`src/rtl/bcd_scan_capture_pkg.sv`:
```
// rtl/bcd_scan_capture_pkg.sv - shared types and segment constants for the scan capture block
package bcd_scan_capture_pkg;

  // Frame controller states: collecting digits, or holding a presented frame.
  typedef enum logic {
    ST_SCAN = 1'b0,
    ST_PEND = 1'b1
  } state_e;

  // Active-low segment patterns, bit0 = a ... bit6 = g, lit segment = 0.
  localparam logic [6:0] SEG_0 = 7'b1000000;
  localparam logic [6:0] SEG_1 = 7'b1111001;
  localparam logic [6:0] SEG_2 = 7'b0100100;
  localparam logic [6:0] SEG_3 = 7'b0110000;
  localparam logic [6:0] SEG_4 = 7'b0011001;
  localparam logic [6:0] SEG_5 = 7'b0010010;
  localparam logic [6:0] SEG_6 = 7'b0000010;
  localparam logic [6:0] SEG_7 = 7'b1111000;
  localparam logic [6:0] SEG_8 = 7'b0000000;
  localparam logic [6:0] SEG_9 = 7'b0011000;

  // Nibble reported for any pattern that is not a decimal digit.
  localparam logic [3:0] BCD_INVALID = 4'hF;

endpackage

```
`src/rtl/bcd_scan_capture_if.sv`:
```
// rtl/bcd_scan_capture_if.sv - frame output handshake bundle
interface bcd_scan_capture_if;
  logic        frame_valid;
  logic        frame_ready;
  logic [15:0] frame_bcd;
  logic [3:0]  frame_err;

  modport master (
    output frame_valid,
    output frame_bcd,
    output frame_err,
    input  frame_ready
  );

  modport slave (
    input  frame_valid,
    input  frame_bcd,
    input  frame_err,
    output frame_ready
  );
endinterface

```
`src/rtl/bcd_scan_capture_seg7_to_bcd.sv`:
```
// rtl/bcd_scan_capture_seg7_to_bcd.sv - combinational active-low 7-segment to BCD decoder
module seg7_to_bcd
  import bcd_scan_capture_pkg::*;
(
  input  logic [6:0] seg_n_i,
  output logic [3:0] bcd_o,
  output logic       invalid_o
);

  // Map each legal digit pattern to its value; everything else is flagged invalid.
  always_comb begin
    bcd_o     = BCD_INVALID;
    invalid_o = 1'b0;
    case (seg_n_i)
      SEG_0:   bcd_o = 4'd0;
      SEG_1:   bcd_o = 4'd1;
      SEG_2:   bcd_o = 4'd2;
      SEG_3:   bcd_o = 4'd3;
      SEG_4:   bcd_o = 4'd4;
      SEG_5:   bcd_o = 4'd5;
      SEG_6:   bcd_o = 4'd6;
      SEG_7:   bcd_o = 4'd7;
      SEG_8:   bcd_o = 4'd8;
      SEG_9:   bcd_o = 4'd9;
      default: invalid_o = 1'b1;
    endcase
  end

endmodule

```
`src/rtl/bcd_scan_capture.sv`:
```
// rtl/bcd_scan_capture.sv - captures a multiplexed 4-digit 7-segment scan into BCD frames
module bcd_scan_capture
  import bcd_scan_capture_pkg::*;
#(
  parameter int STABLE_CYCLES = 4
) (
  input  logic               clk,
  input  logic               rst_n,
  input  logic [3:0]         select_n,
  input  logic [6:0]         seg_n,
  bcd_scan_capture_if.master frame,
  output logic               overrun
);

  localparam logic [7:0] STABLE_LIM = 8'(STABLE_CYCLES);

  logic [3:0]  sel_q, sel_p_q;
  logic [6:0]  seg_q, seg_p_q;
  logic [7:0]  cnt_q, cnt_d;
  logic [3:0]  seen_q, seen_d;
  logic [15:0] shadow_bcd_q;
  logic [3:0]  shadow_err_q;
  logic [15:0] frame_bcd_q;
  logic [3:0]  frame_err_q;
  logic        overrun_q;
  state_e      state_q, state_d;

  logic        active_w, same_w, capture_w, seen_full_w;
  logic        load_w, drop_w, frame_valid_w;
  logic [1:0]  slot_w;
  logic [3:0]  dec_bcd_w;
  logic        dec_inv_w;

  // Input sampling plus a one-cycle history used to judge stability.
  always_ff @(posedge clk or negedge rst_n) begin
    if (!rst_n) begin
      sel_q   <= 4'hF;
      seg_q   <= 7'h7F;
      sel_p_q <= 4'hF;
      seg_p_q <= 7'h7F;
    end else begin
      sel_q   <= select_n;
      seg_q   <= seg_n;
      sel_p_q <= sel_q;
      seg_p_q <= seg_q;
    end
  end

  seg7_to_bcd u_dec (
    .seg_n_i   (seg_q),
    .bcd_o     (dec_bcd_w),
    .invalid_o (dec_inv_w)
  );

  // A digit is active only when exactly one select line is low.
  always_comb begin
    active_w = 1'b1;
    slot_w   = 2'd0;
    case (sel_q)
      4'b1110: slot_w = 2'd0;
      4'b1101: slot_w = 2'd1;
      4'b1011: slot_w = 2'd2;
      4'b0111: slot_w = 2'd3;
      default: active_w = 1'b0;
    endcase
  end

  // Count identical samples of the active digit; capture once when the run hits the limit.
  always_comb begin
    same_w = (sel_q == sel_p_q) && (seg_q == seg_p_q);
    cnt_d  = cnt_q;
    if (!active_w) begin
      cnt_d = 8'd0;
    end else if (!same_w) begin
      cnt_d = 8'd1;
    end else if (cnt_q != STABLE_LIM) begin
      cnt_d = cnt_q + 8'd1;
    end
    capture_w = active_w && (cnt_d == STABLE_LIM) && (!same_w || (cnt_q != STABLE_LIM));
  end

  // A capture on the edge that consumes a full seen set starts the next frame.
  always_comb begin
    seen_full_w = (seen_q == 4'hF);
    seen_d      = seen_full_w ? 4'h0 : seen_q;
    if (capture_w) begin
      seen_d[slot_w] = 1'b1;
    end
  end

  // Stability counter, seen flags and shadow frame.
  always_ff @(posedge clk or negedge rst_n) begin
    if (!rst_n) begin
      cnt_q        <= 8'd0;
      seen_q       <= 4'h0;
      shadow_bcd_q <= 16'h0000;
      shadow_err_q <= 4'h0;
    end else begin
      cnt_q  <= cnt_d;
      seen_q <= seen_d;
      if (capture_w) begin
        shadow_bcd_q[{slot_w, 2'b00} +: 4] <= dec_bcd_w;
        shadow_err_q[slot_w]               <= dec_inv_w;
      end
    end
  end

  // FSM state register.
  always_ff @(posedge clk or negedge rst_n) begin
    if (!rst_n) begin
      state_q <= ST_SCAN;
    end else begin
      state_q <= state_d;
    end
  end

  // FSM next state: stay in PEND on back-to-back loads or while unaccepted.
  always_comb begin
    state_d = state_q;
    case (state_q)
      ST_SCAN: if (seen_full_w) state_d = ST_PEND;
      ST_PEND: if (frame.frame_ready && !seen_full_w) state_d = ST_SCAN;
      default: state_d = ST_SCAN;
    endcase
  end

  // FSM outputs: load a completed frame when free, otherwise discard it and flag overrun.
  always_comb begin
    frame_valid_w = (state_q == ST_PEND);
    load_w        = seen_full_w && ((state_q == ST_SCAN) || frame.frame_ready);
    drop_w        = seen_full_w && (state_q == ST_PEND) && !frame.frame_ready;
  end

  // Presented frame and sticky overrun flag.
  always_ff @(posedge clk or negedge rst_n) begin
    if (!rst_n) begin
      frame_bcd_q <= 16'h0000;
      frame_err_q <= 4'h0;
      overrun_q   <= 1'b0;
    end else begin
      if (load_w) begin
        frame_bcd_q <= shadow_bcd_q;
        frame_err_q <= shadow_err_q;
      end
      if (drop_w) begin
        overrun_q <= 1'b1;
      end
    end
  end

  assign frame.frame_valid = frame_valid_w;
  assign frame.frame_bcd   = frame_bcd_q;
  assign frame.frame_err   = frame_err_q;
  assign overrun           = overrun_q;

endmodule
```
`src/flat_wrapper.sv`:
```
// flat-port wrapper written by rule: the top's interface ports become plain ports
module bcd_scan_capture_flat import bcd_scan_capture_pkg::*;
#(
  parameter int STABLE_CYCLES = 4
)
  (clk, rst_n, select_n, seg_n, overrun, frame_frame_valid, frame_frame_bcd, frame_frame_err, frame_frame_ready);
  bcd_scan_capture_if frame_i ();
  input  logic clk;
  input  logic rst_n;
  input  logic [3:0] select_n;
  input  logic [6:0] seg_n;
  output logic overrun;
  output wire logic [$bits(frame_i.frame_valid)-1:0] frame_frame_valid;
  output wire logic [$bits(frame_i.frame_bcd)-1:0] frame_frame_bcd;
  output wire logic [$bits(frame_i.frame_err)-1:0] frame_frame_err;
  input wire logic [$bits(frame_i.frame_ready)-1:0] frame_frame_ready;
  assign frame_frame_valid = frame_i.frame_valid;
  assign frame_frame_bcd = frame_i.frame_bcd;
  assign frame_frame_err = frame_i.frame_err;
  assign frame_i.frame_ready = frame_frame_ready;
  bcd_scan_capture #(.STABLE_CYCLES(STABLE_CYCLES)) u_core (.clk(clk), .rst_n(rst_n), .select_n(select_n), .seg_n(seg_n), .frame(frame_i), .overrun(overrun));
endmodule
```
`config.mk`:
```
export PLATFORM = sky130hd
export DESIGN_NAME = bcd_scan_capture_flat
export DESIGN_NICKNAME = d
export VERILOG_FILES = /design/src/rtl/bcd_scan_capture_pkg.sv /design/src/rtl/bcd_scan_capture_if.sv /design/src/rtl/bcd_scan_capture_seg7_to_bcd.sv /design/src/rtl/bcd_scan_capture.sv /design/src/flat_wrapper.sv
export SDC_FILE = /design/constraint.sdc
export NUM_CORES = 1
export LEC_CHECK = 0
export ABC_AREA = 1
export BUFFER_PORTS_ARGS = -buffer_cell sky130_fd_sc_hd__buf_2
export CAP_MARGIN = 10
export CORE_ASPECT_RATIO = 0.75
export CORE_MARGIN = 2
export CORE_UTILIZATION = 50
export CTS_CLUSTER_DIAMETER = 50
export DETAILED_ROUTE_END_ITERATION = 16
export PLACE_DENSITY = 0.76
export REMOVE_ABC_BUFFERS = 1
export SLEW_MARGIN = 20
export SYNTH_ARGS = -nofsm -noshare
export SYNTH_HDL_FRONTEND = slang
export SYNTH_SLANG_ARGS = --single-unit
export TNS_END_PERCENT = 20
```
`constraint.sdc`:
```
create_clock -name clk -period 2.94 [get_ports clk]
set_input_delay 0.588 -clock clk [delete_from_list [all_inputs] [get_ports clk]]
set_output_delay 0.588 -clock clk [all_outputs]
set_load 0.05 [all_outputs]
```
==> impl_metrics.py, run 1 <==
metrics = {
    "synth": {
        "syn_area_mm2": 0.00370,
        "synth.yosys.warnings": 0,
        "synth_seq_cells": 76,
        "seq_area_frac_synth_pct": 52.1,
        "post_synthesis_mean_instance_area_um2": 8.69,
        "async_flop_share_pct": 100,
        "yosys_most_used_dff": "sky130_fd_sc_hd__dfrtp_1",
        "netlist_instances": 426,
        "synth_cell_type_count": 27,
        "synth_edf_count": 0,
    },
    "sta": {
        "fin_hold_ws_ns": 0.311,
        "finalHoldViolCount": 0,
        "timing.fmax_ghz": 0.420,
        "final_min_period_over_clock_period_pct": 81.1,
        "timing.final.max_slew_violations": 0,
        "worstMarginPinSlew_ns": 0.913,
        "period_needed_ns": 2.38,
        "clock-skew-final_ns": 0.0114,
        "fin_setup_tns_ns": 0,
        "setup_repair_after_global_routing_missed_its_margin": "no",
        "final-setup-viol-count": 0,
        "slew-limit-headroom_pct": 39.1,
    },
    "critical_path": {
        "worstSetupEndpointType": "flip-flop",
        "crit_path_start_kind": "flip-flop",
        "critical_path.max_stage_delay_ns": 0.55,
        "worst_ep_required_time_ns": 3.25,
        "critPathKind": "flip-flop to flip-flop",
        "critPathMaxFanout": 20,
        "worst_path_arrival_time_ns": 2.69,
        "slowest_stage": "sky130_fd_sc_hd__nor2_2",
        "cp_cell_sequence": "inv_1, ha_1, nand3_2, nor2_4, nand2_1, o211ai_1, nor2_1, nor2_1, nand2_1, nor2_2, nand3_1, nand2_1",
        "cp_top_family": "simple AND/OR/NAND/NOR gates",
        "combined_buffer_and_inverter_count_along_the_critical_path": 1,
        "critPathMostFrequentCell": "sky130_fd_sc_hd__nand2_1",
    },
    "clock_tree": {
        "worst_skew_pair.late_latency_ns": 0.37,
        "cts_inserted_buffers": 9,
        "post-cts-setup-buffer-count": 0,
        "holdBufCountCts": 0,
        "clkTransAtPathRegs_ns": 0.09,
        "clk_path_buf_depth": 2,
        "cells_resized_by_post_cts_repair": 0,
        "clock_sink_count": 76,
        "ctsRootBufferMaster": "sky130_fd_sc_hd__clkbuf_8",
        "clock_tree_from_tritoncts": "yes",
        "cts.htree.levels": 3,
    },
    "floorplan": {
        "rows": 27,
        "die_w_um": 103,
        "height_of_the_die_um": 78.5,
        "design.portCount": 36,
        "start_util_pct": 51.0,
        "floorplan.core_area_mm2": 0.00726,
        "design.die.area_mm2": 0.00812,
    },
    "grt": {
        "grt_antenna_before_repair": 0,
        "track_usage_pct": 18.8,
        "first_global_vias": 2612,
        "global_route.overflow_total": 0,
        "grt_first_pass_wirelength_um": 11800,
        "grt_max_degree": 77,
    },
    "placement": {
        "place_congestion": 0.857,
        "portBuffers": 35,
        "place_hpwl_um": 4920,
    },
    "finish": {
        "most_frequent_cells_in_the_layout": "sky130_fd_sc_hd__nand2_1, sky130_fd_sc_hd__dfrtp_1, sky130_fd_sc_hd__nor2_1",
        "final_common_cell": "sky130_fd_sc_hd__nand2_1",
        "syn_to_final_growth_pct": 12.2,
        "antenna_cells": 0,
        "layout-drive-gt1-share_pct": 25.2,
        "finish.net_count": 489,
        "final_util_pct": 57.2,
    },
    "route": {
        "routed_via_density": 4.88,
        "drt_iter0_markers": 107,
        "drt-wirelength-per-cell_um": 11.9,
        "antenna_nets_post_route": 0,
        "drc_errors": 0,
        "firstDrtPassIters": 4,
        "num_vias": 2796,
        "finalWirelength_um": 6790,
    },
    "pwr": {
        "power-per-cell-area_mw_per_mm2": 471,
        "report.power.total_w": 0.00196,
        "power.leakage_nw": 2.25,
        "power.ir.vdd_worst_mv": 0.349,
    },
    "outcome": {
        "status": "complete, no violations",
    },
    "flow_run": {
        "drv.max_cap_violation_count": 0,
    },
    "hold_path": {
        "worstHoldPathType": "input pin to flip-flop",
    },
}
-- logic make-up (layout without fill, tap and decap cells) --
group | Yosys count | after routing | share of synthesized area [%]
and+or+nand+nor | 243 | 243 | 28.5
DFF | 76 | 76 | 52.1
buffers and inverters | 51 | 97 | 5.61
muxes | 20 | 20 | 6.08
AOI/OAI and AO/OA | 18 | 18 | 2.67
xor gates and xnor gates | 10 | 10 | 2.37
adders and majority gates | 8 | 8 | 2.70
-- per-layer routing --
metal	global-route usage, %	share of wire, %	wire length, um	vias up
met2	27.2	45	3030	59
met3	5.43	4.5	305	7
met1	26.6	50	3390	1304
li1	-	-	-	1426
met4	7.63	1.0	68	0
met5	0	0	0	-
-- area by class of cell --
| cell class | count | area [um^2] |
|---|---|---|
| Fill cell | 643 | 3110 |
| Sequential cell | 76 | 1930 |
| Multi-Input combinational cell | 299 | 1570 |
| Timing Repair Buffer | 36 | 183 |
| Inverter | 45 | 169 |
| Tap cell | 101 | 126 |
| Clock buffer | 9 | 124 |
| Clock inverter | 7 | 58.8 |
-- power breakdown --
part           switching [W]  leakage, nW  internal, W  total (W)
Clock               0.000416       0.0864     0.000316   0.000732
Sequential         0.0000199        0.985      0.00107    0.00109
Combinational      0.0000894         1.18    0.0000402   0.000130
Total               0.000526         2.25      0.00143    0.00196
-- flip-flops by register name (all words and copies together), names as in the netlist --
name and cells:
u_core.frame.frame_err 4, u_core.shadow_err_q 4, u_core.shadow_bcd_q 16, u_core.frame.frame_valid 1, u_core.overrun 1, u_core.sel_p_q 4, u_core.seen_q 4, u_core.frame.frame_bcd 16
u_core.sel_q 4, u_core.seg_q 7, u_core.seg_p_q 7, u_core.cnt_q 8
-- synth_stat cells, types with 4 or more instances --
master | number | area share, %
sky130_fd_sc_hd__nand2_1 | 135 | 14
sky130_fd_sc_hd__dfrtp_1 | 54 | 36
sky130_fd_sc_hd__nor2_1 | 47 | 4.8
sky130_fd_sc_hd__inv_1 | 37 | 3.7
sky130_fd_sc_hd__nand3_1 | 35 | 4.7
sky130_fd_sc_hd__dfstp_2 | 22 | 16
sky130_fd_sc_hd__mux2_2 | 20 | 6.1
sky130_fd_sc_hd__a21oi_1 | 8 | 1.1
sky130_fd_sc_hd__ha_1 | 8 | 2.7
sky130_fd_sc_hd__inv_2 | 8 | 0.81
sky130_fd_sc_hd__xor2_1 | 8 | 1.9
sky130_fd_sc_hd__nand3_2 | 6 | 1.6
sky130_fd_sc_hd__nor2_2 | 5 | 0.84
sky130_fd_sc_hd__nor3_1 | 5 | 0.68
sky130_fd_sc_hd__o21ai_0 | 4 | 0.54
-- stage by stage --
stage / setup slack (ns) / instance area (um^2) / cells
after floorplan: 0.995 / 3660 / 420
after global placement: 0.661 / 3970 / 557
after detailed placement: 0.597 / 3970 / 557
after CTS: 0.577 / 4160 / 573
after global routing: 0.316 / 4160 / 573
final: 0.557 / 4160 / 573
-- path summary, 6_finish.rpt --
path                                           start                                 end  slack [ns]  depth (start not counted)
max                        u_core.cnt_q[0]$_DFF_PN0_  u_core.shadow_bcd_q[3]$_DFFE_PN0P_        0.56                         12
min in group asynchronous                      rst_n           u_core.cnt_q[5]$_DFF_PN0_        0.43                          2
max reg2reg                u_core.cnt_q[0]$_DFF_PN0_  u_core.shadow_bcd_q[3]$_DFFE_PN0P_        0.56                         12
min reg2reg                u_core.sel_q[2]$_DFF_PN1_         u_core.sel_p_q[2]$_DFF_PN1_        0.39                          0
min                                      select_n[3]           u_core.sel_q[3]$_DFF_PN1_        0.31                          1
max in group asynchronous                      rst_n           u_core.cnt_q[2]$_DFF_PN0_        1.91                          2
(Power assumes the default switching activity.)
==> inputs of run 2 (changes only) <==
clock period = 2.2 ns   (was 2.94 ns; I/O delays follow)
==> run 2 against run 1 <==
  * Critical path depth increased by 2
  * Fmax grew 12%
  * Setup slack got worse by 0.49 ns
  * Utilization increased by 3.6 points
  * Final cell count is 1.9% higher
  * Sequential share of layout area fell by 2.7 points
  * Count of clock-buffer cells in the layout did not move
  * Cell area grew 6.3%
  * Hold slack worse by 0.21 ns
  * Critical endpoint is now u_core.shadow_bcd_q[14]$_DFFE_PN0P_
  * Largest power group unchanged
==> impl_metrics.py, run 2 (synthesized netlist as in run 1, its figures left out) <==
metrics = {
    "outcome": {
        "status": "complete, no violations",
    },
    "sta": {
        "period_needed_ns": 2.13,
        "final-setup-viol-count": 0,
        "slew-limit-headroom_pct": 74.5,
        "worstMarginPinSlew_ns": 0.382,
        "timing.fmax_ghz": 0.470,
        "fin_setup_tns_ns": 0,
        "final_min_period_over_clock_period_pct": 96.7,
        "final_critical_path_setup_slack_ns": 0.0719,
        "timing.final.max_slew_violations": 0,
        "finalHoldViolCount": 0,
        "clock-skew-final_ns": 0.0109,
    },
    "clock_tree": {
        "clkTransAtPathRegs_ns": 0.08,
        "clock_sink_count": 76,
        "worst_skew_pair.late_latency_ns": 0.36,
        "holdBufCountCts": 0,
        "clk_path_buf_depth": 2,
        "ctsRootBufferMaster": "sky130_fd_sc_hd__clkbuf_8",
        "cts_inserted_buffers": 9,
        "cts.htree.levels": 3,
        "clock_tree_from_tritoncts": "yes",
    },
    "pwr": {
        "power-per-cell-area_mw_per_mm2": 660,
        "power.leakage_nw": 2.36,
        "report.power.total_w": 0.00291,
        "power.ir.vdd_worst_mv": 0.476,
    },
    "grt": {
        "first_global_vias": 2758,
        "global_route.overflow_total": 0,
        "grt_max_degree": 77,
        "grt_first_pass_wirelength_um": 12300,
        "track_usage_pct": 19.9,
        "grt_antenna_before_repair": 0,
    },
    "placement": {
        "portBuffers": 35,
        "placement.setup.worst_slack_ns": -0.174,
        "number_of_cells_in_the_design_after_placement": 564,
        "place_congestion": 0.853,
        "dpl_cell_area_mm2": 0.00405,
        "place_hpwl_um": 5260,
    },
    "finish": {
        "num-fill-cells": 623,
        "syn_to_final_growth_pct": 19.3,
        "fin_cells": 584,
        "final_common_cell": "sky130_fd_sc_hd__nand2_1",
        "most_frequent_cells_in_the_layout": "sky130_fd_sc_hd__nand2_1, sky130_fd_sc_hd__dfrtp_1, sky130_fd_sc_hd__nor2_1",
        "layout-drive-gt1-share_pct": 28.8,
        "antenna_cells": 0,
        "finish.net_count": 500,
        "design_area_mm2": 0.00442,
    },
    "critical_path": {
        "worst_path_arrival_time_ns": 2.38,
        "critPathKind": "flip-flop to flip-flop",
        "worst_ep_required_time_ns": 2.46,
        "crit_path_start_kind": "flip-flop",
        "critPathMaxFanout": 6,
        "rrSetupSlack_ns": 0.07,
        "worstSetupEndpointType": "flip-flop",
    },
    "floorplan": {
        "rows": 27,
        "start_util_pct": 51.0,
        "design.portCount": 36,
        "design.die.area_mm2": 0.00812,
        "die_w_um": 103,
        "height_of_the_die_um": 78.5,
        "floorplan.core_area_mm2": 0.00726,
    },
    "hold_path": {
        "worstHoldPathType": "input pin to async pin",
    },
    "route": {
        "routed_via_density": 5.01,
        "drt_iter0_markers": 208,
        "num_vias": 2927,
        "drt-wirelength-per-cell_um": 12.9,
        "firstDrtPassIters": 4,
        "antenna_nets_post_route": 0,
        "finalWirelength_um": 7510,
        "drc_errors": 0,
    },
    "flow_run": {
        "drv.max_cap_violation_count": 0,
    },
}
[run 2: changes by cell type in the layout (fill, tap and decap cells not counted), moves of 2 or more]
cell	change
sky130_fd_sc_hd__clkinv_2	+2
sky130_fd_sc_hd__nand3_4	+4
sky130_fd_sc_hd__nor2_4	+5
sky130_fd_sc_hd__inv_6	-2
sky130_fd_sc_hd__buf_12	+3
sky130_fd_sc_hd__clkinv_4	-3
sky130_fd_sc_hd__buf_4	+5
sky130_fd_sc_hd__nand3_2	-2
sky130_fd_sc_hd__nand3_1	-2
sky130_fd_sc_hd__nand2_2	+2
sky130_fd_sc_hd__bufinv_16	+3
sky130_fd_sc_hd__nand2_1	-2
[run 2: worst paths after layout]
kind	start	end	cells after the start
max reg2reg	u_core.cnt_q[0]$_DFF_PN0_	u_core.shadow_bcd_q[14]$_DFFE_PN0P_	14
min in group clk	select_n[3]	u_core.sel_q[3]$_DFF_PN1_	1
min	rst_n	u_core.shadow_bcd_q[5]$_DFFE_PN0P_	2
max in group asynchronous	rst_n	u_core.sel_p_q[0]$_DFF_PN1_	2
min reg2reg	u_core.sel_q[2]$_DFF_PN1_	u_core.sel_p_q[2]$_DFF_PN1_	0
max	u_core.cnt_q[0]$_DFF_PN0_	u_core.shadow_bcd_q[14]$_DFFE_PN0P_	14
[run 2: layout make-up]
cell class	count	area (um^2)	area share (%)
flip-flops and latches	76	1930	43.7
repair buffers	44	280	6.35
well taps	101	126	2.86
inverters	45	169	3.82
multi-input cells	302	1670	37.9
clock inverters	7	115	2.61
clock buffers	9	124	2.80
[run 2: repair_timing]
| item | 4_1_cts | 5_1_grt |
|---|---|---|
| cloned | 0 | 3 |
| setup endpoints to repair | 20 | 24 |
| resized for setup | 1 | 18 |
| buffers inserted | 0 | 1 |
| pin swaps | 0 | 5 |
[run 2: critical path, stage by stage, from the launching register on]
cell and delay (ns):
sky130_fd_sc_hd__dfrtp_1 0.42, sky130_fd_sc_hd__inv_1 0.09, sky130_fd_sc_hd__ha_1 0.18, sky130_fd_sc_hd__nand3_2 0.12
sky130_fd_sc_hd__o21ai_1 0.17, sky130_fd_sc_hd__nand2_1 0.07, sky130_fd_sc_hd__inv_1 0.07, sky130_fd_sc_hd__nand3_1 0.08
sky130_fd_sc_hd__nor2_2 0.20, sky130_fd_sc_hd__nand2_2 0.09, sky130_fd_sc_hd__nor2_4 0.15, sky130_fd_sc_hd__buf_12 0.15
sky130_fd_sc_hd__nand3_2 0.10, sky130_fd_sc_hd__nand2_1 0.09, sky130_fd_sc_hd__nand2_1 0.05
[run 2: report_power, final]
group          internal (W)  switching, W  leakage [nW]
sequential          0.00144     0.0000239         0.985
combinational     0.0000647      0.000128          1.26
clock              0.000748      0.000513         0.115
[run 2: per-stage QoR]
step                utilization [%]  hold slack (ns)
finish                         60.8            0.105
global route                   60.8            0.130
CTS                            59.1            0.113
detailed placement             55.8            0.384
global placement               55.8            0.380
floorplan                         -            0.144
[run 2: routing by layer]
layer / global-route usage (%) / vias up / share of wire (%)
met5: 0 / - / 0
met3: 5.61 / 14 / 4.6
met1: 26.8 / 1394 / 47
li1: - / 1447 / -
met4: 6.84 / 0 / 1.9
met2: 30.7 / 72 / 47
